File: src/rtl/mem_arbiter_ctrl.sv
// -----------------------------------------------------------------------------
// mem_arbiter_ctrl
// Memory manager between the CPU core and the external memory bus. Arbitrates an
// instruction-fetch port (read-only) and a data port (read/write, byte-enabled)
// onto one bus master. Each transaction runs IDLE -> ISSUE -> (WAIT_RSP) -> RESP.
// The winning port receives a one-cycle ack in RESP, plus read data for loads.
//
// Optional feature macro: MEM_TIMEOUT_EN
//   defined   : WAIT_RSP gives up after TIMEOUT_CYC cycles without bus_rvalid,
//               completes with err=1 and zeroed read data.
//   undefined : WAIT_RSP waits indefinitely and err is tied low.
//
// Ports
//   clk, rst                    clock (rising edge), asynchronous active-high reset
//   instr_req/addr              fetch request (held until instr_ack) and address
//   instr_rdata/ack             fetch data and one-cycle completion pulse
//   data_read/write/addr/wdata/be  load/store request (held until data_ack)
//   data_rdata/ack              load data and one-cycle completion pulse
//   bus_addr/wdata/be           registered request fields driven to the bus
//   bus_read/bus_write          request strobes, high only in ISSUE
//   bus_full                    bus back-pressure; accept = strobe && !bus_full
//   bus_rdata/bus_rvalid        read response from the bus
//   state                       FSM state: IDLE=0 ISSUE=1 WAIT_RSP=2 RESP=3
//   err                         timeout flag, valid with the ack
// -----------------------------------------------------------------------------
module mem_arbiter_ctrl #(
  parameter int ADDR_W      = 32,
  parameter int DATA_W      = 32,
  parameter int STARVE_MAX  = 4,
  parameter int TIMEOUT_CYC = 255
) (
  input  logic                clk,
  input  logic                rst,
  input  logic                instr_req,
  input  logic [ADDR_W-1:0]   instr_addr,
  output logic [DATA_W-1:0]   instr_rdata,
  output logic                instr_ack,
  input  logic                data_read,
  input  logic                data_write,
  input  logic [ADDR_W-1:0]   data_addr,
  input  logic [DATA_W-1:0]   data_wdata,
  input  logic [DATA_W/8-1:0] data_be,
  output logic [DATA_W-1:0]   data_rdata,
  output logic                data_ack,
  output logic [ADDR_W-1:0]   bus_addr,
  output logic [DATA_W-1:0]   bus_wdata,
  output logic [DATA_W/8-1:0] bus_be,
  output logic                bus_read,
  output logic                bus_write,
  input  logic                bus_full,
  input  logic [DATA_W-1:0]   bus_rdata,
  input  logic                bus_rvalid,
  output logic [2:0]          state,
  output logic                err
);

  localparam int BE_W = DATA_W / 8;
  localparam int SC_W = $clog2(STARVE_MAX + 1);

  typedef enum logic [2:0] {
    IDLE     = 3'd0,
    ISSUE    = 3'd1,
    WAIT_RSP = 3'd2,
    RESP     = 3'd3
  } state_t;

  state_t            state_q, state_d;
  logic              gnt_instr_q;   // 1: current transaction belongs to the fetch port
  logic              is_write_q;
  logic [SC_W-1:0]   starve_q;
  logic [ADDR_W-1:0] bus_addr_q;
  logic [DATA_W-1:0] bus_wdata_q;
  logic [BE_W-1:0]   bus_be_q;
  logic [DATA_W-1:0] instr_rdata_q, data_rdata_q;

  logic data_req, instr_forced, pick_data, pick_instr, grant, timeout_hit;

  // Data normally wins; once data has taken STARVE_MAX grants in a row while a
  // fetch waited, the fetch is forced through.
  always_comb begin
    data_req     = data_read | data_write;
    instr_forced = instr_req && (starve_q == SC_W'(STARVE_MAX));
    pick_data    = data_req && !instr_forced;
    pick_instr   = instr_req && !pick_data;
    grant        = (state_q == IDLE) && (pick_data || pick_instr);
  end

`ifdef MEM_TIMEOUT_EN
  localparam int TO_W = $clog2(TIMEOUT_CYC + 1);
  logic [TO_W-1:0] to_cnt_q;
  logic            err_q;

  // A response arriving on the expiry cycle takes priority over the timeout.
  assign timeout_hit = (state_q == WAIT_RSP) && !bus_rvalid &&
                       (to_cnt_q == TO_W'(TIMEOUT_CYC - 1));

  always_ff @(posedge clk or posedge rst) begin
    if (rst) begin
      to_cnt_q <= '0;
      err_q    <= 1'b0;
    end else begin
      if (state_q == WAIT_RSP) to_cnt_q <= to_cnt_q + TO_W'(1);
      else                     to_cnt_q <= '0;
      if (grant)            err_q <= 1'b0;
      else if (timeout_hit) err_q <= 1'b1;
    end
  end

  assign err = (state_q == RESP) && err_q;
`else
  assign timeout_hit = 1'b0;
  assign err         = 1'b0;
`endif

  // FSM state register
  always_ff @(posedge clk or posedge rst) begin
    if (rst) state_q <= IDLE;
    else     state_q <= state_d;
  end

  // FSM next state
  always_comb begin
    state_d = state_q;
    case (state_q)
      IDLE:     if (pick_data || pick_instr) state_d = ISSUE;
      ISSUE:    if (!bus_full) state_d = is_write_q ? RESP : WAIT_RSP;
      WAIT_RSP: if (bus_rvalid || timeout_hit) state_d = RESP;
      RESP:     state_d = IDLE;
      default:  state_d = IDLE;
    endcase
  end

  // Request capture, starvation tracking and response latching
  always_ff @(posedge clk or posedge rst) begin
    if (rst) begin
      gnt_instr_q   <= 1'b0;
      is_write_q    <= 1'b0;
      starve_q      <= '0;
      bus_addr_q    <= '0;
      bus_wdata_q   <= '0;
      bus_be_q      <= '0;
      instr_rdata_q <= '0;
      data_rdata_q  <= '0;
    end else begin
      if (grant) begin
        gnt_instr_q <= pick_instr;
        // A simultaneous read and write is a read.
        is_write_q  <= pick_data && !data_read;
        bus_addr_q  <= pick_instr ? instr_addr : data_addr;
        if (pick_data && !data_read) begin
          bus_wdata_q <= data_wdata;
          bus_be_q    <= data_be;
        end else begin
          bus_be_q    <= '1;
        end
      end

      if (!instr_req || (grant && pick_instr))
        starve_q <= '0;
      else if (grant && pick_data && (starve_q != SC_W'(STARVE_MAX)))
        starve_q <= starve_q + SC_W'(1);

      if ((state_q == WAIT_RSP) && bus_rvalid) begin
        if (gnt_instr_q) instr_rdata_q <= bus_rdata;
        else             data_rdata_q  <= bus_rdata;
      end else if (timeout_hit) begin
        if (gnt_instr_q) instr_rdata_q <= '0;
        else             data_rdata_q  <= '0;
      end
    end
  end

  assign state       = state_q;
  assign bus_addr    = bus_addr_q;
  assign bus_wdata   = bus_wdata_q;
  assign bus_be      = bus_be_q;
  assign bus_read    = (state_q == ISSUE) && !is_write_q;
  assign bus_write   = (state_q == ISSUE) && is_write_q;
  assign instr_ack   = (state_q == RESP) && gnt_instr_q;
  assign data_ack    = (state_q == RESP) && !gnt_instr_q;
  assign instr_rdata = instr_rdata_q;
  assign data_rdata  = data_rdata_q;

endmodule
File: config.mk
export PLATFORM = sky130hd
export DESIGN_NAME = mem_arbiter_ctrl
export DESIGN_NICKNAME = d
export VERILOG_FILES = /design/src/rtl/mem_arbiter_ctrl.sv
export SDC_FILE = /design/constraint.sdc
export NUM_CORES = 1
export LEC_CHECK = 0
export BUFFER_PORTS_ARGS = -buffer_cell sky130_fd_sc_hd__buf_2
export CAP_MARGIN = 10
export CORE_ASPECT_RATIO = 0.75
export CORE_MARGIN = 2
export CORE_UTILIZATION = 42
export CTS_CLUSTER_DIAMETER = 100
export CTS_CLUSTER_SIZE = 20
export DETAILED_ROUTE_END_ITERATION = 10
export GPL_ROUTABILITY_DRIVEN = 1
export HOLD_SLACK_MARGIN = 0.15
export PLACE_DENSITY = 0.72
export SLEW_MARGIN = 20
export SYNTH_ARGS = -nofsm -noshare
export SYNTH_HDL_FRONTEND = slang
export SYNTH_SLANG_ARGS = --single-unit
File: constraint.sdc
create_clock -name clk -period 4.3 [get_ports clk]
set_clock_uncertainty 0.1 [all_clocks]
set_input_delay 0.215 -clock clk [delete_from_list [all_inputs] [get_ports clk]]
set_output_delay 0.215 -clock clk [all_outputs]
set_load 0.01 [all_outputs]
==> flow_metrics.env <==
export IMPL_yosys_top_cells_area="dfrtp_1 (59%), mux2_2 (13%), mux2_4 (7.6%), a31oi_1 (3.4%), a21oi_1 (2.9%)"
export IMPL_hp_start="data_read"
export IMPL_grt_pass1_vias=5756
export IMPL_wl_per_cell_um=17.4
export IMPL_drt_wl_total_mm=18.2
export IMPL_cellPowerDensity_mw_per_mm2=708
export IMPL_die_w_um=141
export IMPL_synthToLayoutAreaGrowth_pct=57.0
export IMPL_syn_inst=451
export IMPL_cp_end_kind="flip-flop"
export IMPL_synth_edf_count=0
export IMPL_yosysMostFrequentCell="dfrtp_1"
export IMPL_yosysSeqAreaShare_pct=58.5
export IMPL_rsz0062_at_grt="no"
export IMPL_drt_pass1_iterations=5
export IMPL_hold_path_class="in2reg"
export IMPL_clk_pin_slew_worst_paths_ps=60
export IMPL_drv_slew=0
export IMPL_synth_commonest_cells="dfrtp_1 (139), mux2_2 (68), a21oi_1 (35)"
export IMPL_drt_iter0_drc=291
export IMPL_fillers=999
export IMPL_utilization_pct=67.7
export IMPL_ys_warn_count=0
export IMPL_synthDistinctLibCells=34
export IMPL_drc=0
export IMPL_maxSlewHeadroom_pct=26.4
export IMPL_min_period_over_period_pct=61.4
export IMPL_critPathLaunchType="flip-flop"
export IMPL_numCtsBuffers=17
export IMPL_syn_area_sq_mm=0.00595
export IMPL_status="complete, no violations"
export IMPL_die_y_um=107
export IMPL_cp_arrival_ps=2840
export IMPL_min_path_cells=3
export IMPL_rows=37
export IMPL_synth_top_area_cell="dfrtp_1"
export IMPL_htree_levels=4
export IMPL_yosys_register_bits=139
export IMPL_synth_ff_type="dfrtp_1"
export IMPL_grt_total_usage_pct=24.4
export IMPL_gp_congestion=0.783
export IMPL_grt_max_degree=108
export IMPL_boundaryPins=279
export IMPL_critPathMaxFanout=32
export IMPL_fin_crit_ps=2640
export IMPL_hpwl_mm=11.1
export IMPL_start_util_pct=43.1
export IMPL_synth_top_area_share_pct=58.5
export IMPL_port_buffer_count=276
export IMPL_r2r_cells=4
export IMPL_cts_root_buf="clkbuf_16"
export IMPL_insertion_delay_ps=410
export IMPL_p_leak_nw=4.49
export IMPL_min_to="gnt_instr_q"
export IMPL_ant_nets=0
export IMPL_clkSinkCount=139
export IMPL_cts_buffer_depth=2
export IMPL_core_sq_mm=0.0138
export IMPL_required_ps=4500
export IMPL_antenna_found_initial=1
export IMPL_grt_first_pass_wirelength_mm=28.7
export IMPL_dieArea_sq_mm=0.0151
export IMPL_fin_nets=1001
export IMPL_r2r_end="bus_wdata[31]"
export IMPL_finalHoldViolCount=0
export IMPL_cts_tree="yes"
export IMPL_final_layout_size_suffix_gt1_share_pct=48.2
export IMPL_syn_mean_instance_area_sq_um=13.2
export IMPL_critical_path_reg2reg_startpoint="state[0]"
export IMPL_fmaxAchievable_mhz=379
export IMPL_crit_type="reg2reg"
export IMPL_tightest_slew_ps=1100
export IMPL_setup_tns_ps=0
export IMPL_async_reset_ff_share_pct=100
export IMPL_vdd_drop_max_v=0.000333
export IMPL_post_cts_buffers=0
export IMPL_viasPerCell=5.13
export IMPL_dr_total_vias=5360
export IMPL_total_power_w=0.00661
export IMPL_cap_violations=0
export IMPL_setup_viol=0
export IMPL_reg2reg_slack_ps=1660
export IMPL_grt_remaining_overflow=0
cell type report:
cell class	count	area [sq um]	area share (%)
Clock inverter	13	136	1.46
Antenna cell	1	2.50	0.0268
Clock buffer	19	453	4.85
Inverter	8	35.0	0.375
Tap cell	175	219	2.35
Multi-Input combinational cell	270	2210	23.7
Timing Repair Buffer	419	2800	29.9
Sequential cell	139	3480	37.3
logic make-up after synthesis:
| group | synth area share [%] |
|---|---|
| other | 0.0631 |
| flip-flops | 58.5 |
| AO/OA/AOI/OAI | 11.4 |
| AND/OR/NAND/NOR | 3.72 |
| buffers and inverters | 4.34 |
| multiplexers | 20.5 |
| adder cells (fa/ha/maj) | 1.47 |
registers in the layout, indices dropped and copies added, names as in the netlist:
name	flops
bus_wdata	32
gnt_instr_q	1
state	2
instr_rdata	32
bus_addr	32
bus_be	4
starve_q	3
data_rdata	32
is_write_q	1
timing repair:
item	4_1_cts	5_1_grt
gates resized for setup	0	0
hold endpoints to repair	241	0
hold buffers	136	0
stage by stage:
stage | instances | cell area (sq um) | worst slack [ps] | hold slack [ps]
2_1_floorplan | 452 | 5950 | 260 | 263
3_3_place_gp | 875 | 7380 | 1770 | 347
3_5_place_dp | 875 | 7380 | 1670 | 349
4_1_cts | 1043 | 9330 | 1680 | 194
5_1_grt | 1044 | 9330 | 1520 | 225
6_report | 1044 | 9330 | 1660 | 216
power breakdown:
part	leakage, nW	internal, W	switching, W
Clock	0.283	0.000839	0.000582
Combinational	2.56	0.00153	0.00132
Sequential	1.65	0.00196	0.000382
per-layer routing:
metal	vias up	wire (um)	track usage (%)
met5	-	0	0
met4	0	542	12.0
met3	44	1190	5.58
met2	270	9590	44.6
met1	2629	6840	26.7
li1	2417	-	-
worst max-delay path, cell delays in order, from the launching register on:
cell,delay [ps]
dfrtp_1,430
inv_1,100
ha_1,390
and4b_2,1050
mux2_2,420
how the worst max path moves through the flow:
stage,startpoint,to
6_report,state[0],bus_wdata[31]
5_1_grt,state[1],bus_wdata[31]
4_1_cts,state[0],bus_wdata[31]
3_5_place_dp,state[0],bus_wdata[30]
3_3_place_gp,state[0],bus_wdata[30]
2_1_floorplan,rst,bus_addr[0]
layout by cell type, fill, tap and decap left out, types with 3 or more instances in the layout:
cell type,n
o22a_1,4
ha_1,7
dfrtp_1,139
clkbuf_16,17
dlygate4sd3_1,136
mux2_2,68
a31oi_1,32
nor2b_1,3
mux2_4,30
nand3_1,4
clkinv_4,5
a21oi_1,35
o21ai_1,3
buf_4,7
buf_2,276
inv_6,4
nor2_1,33
inv_1,7
o21ai_0,32
No activity file was read; power rests on OpenSTA's default activity.
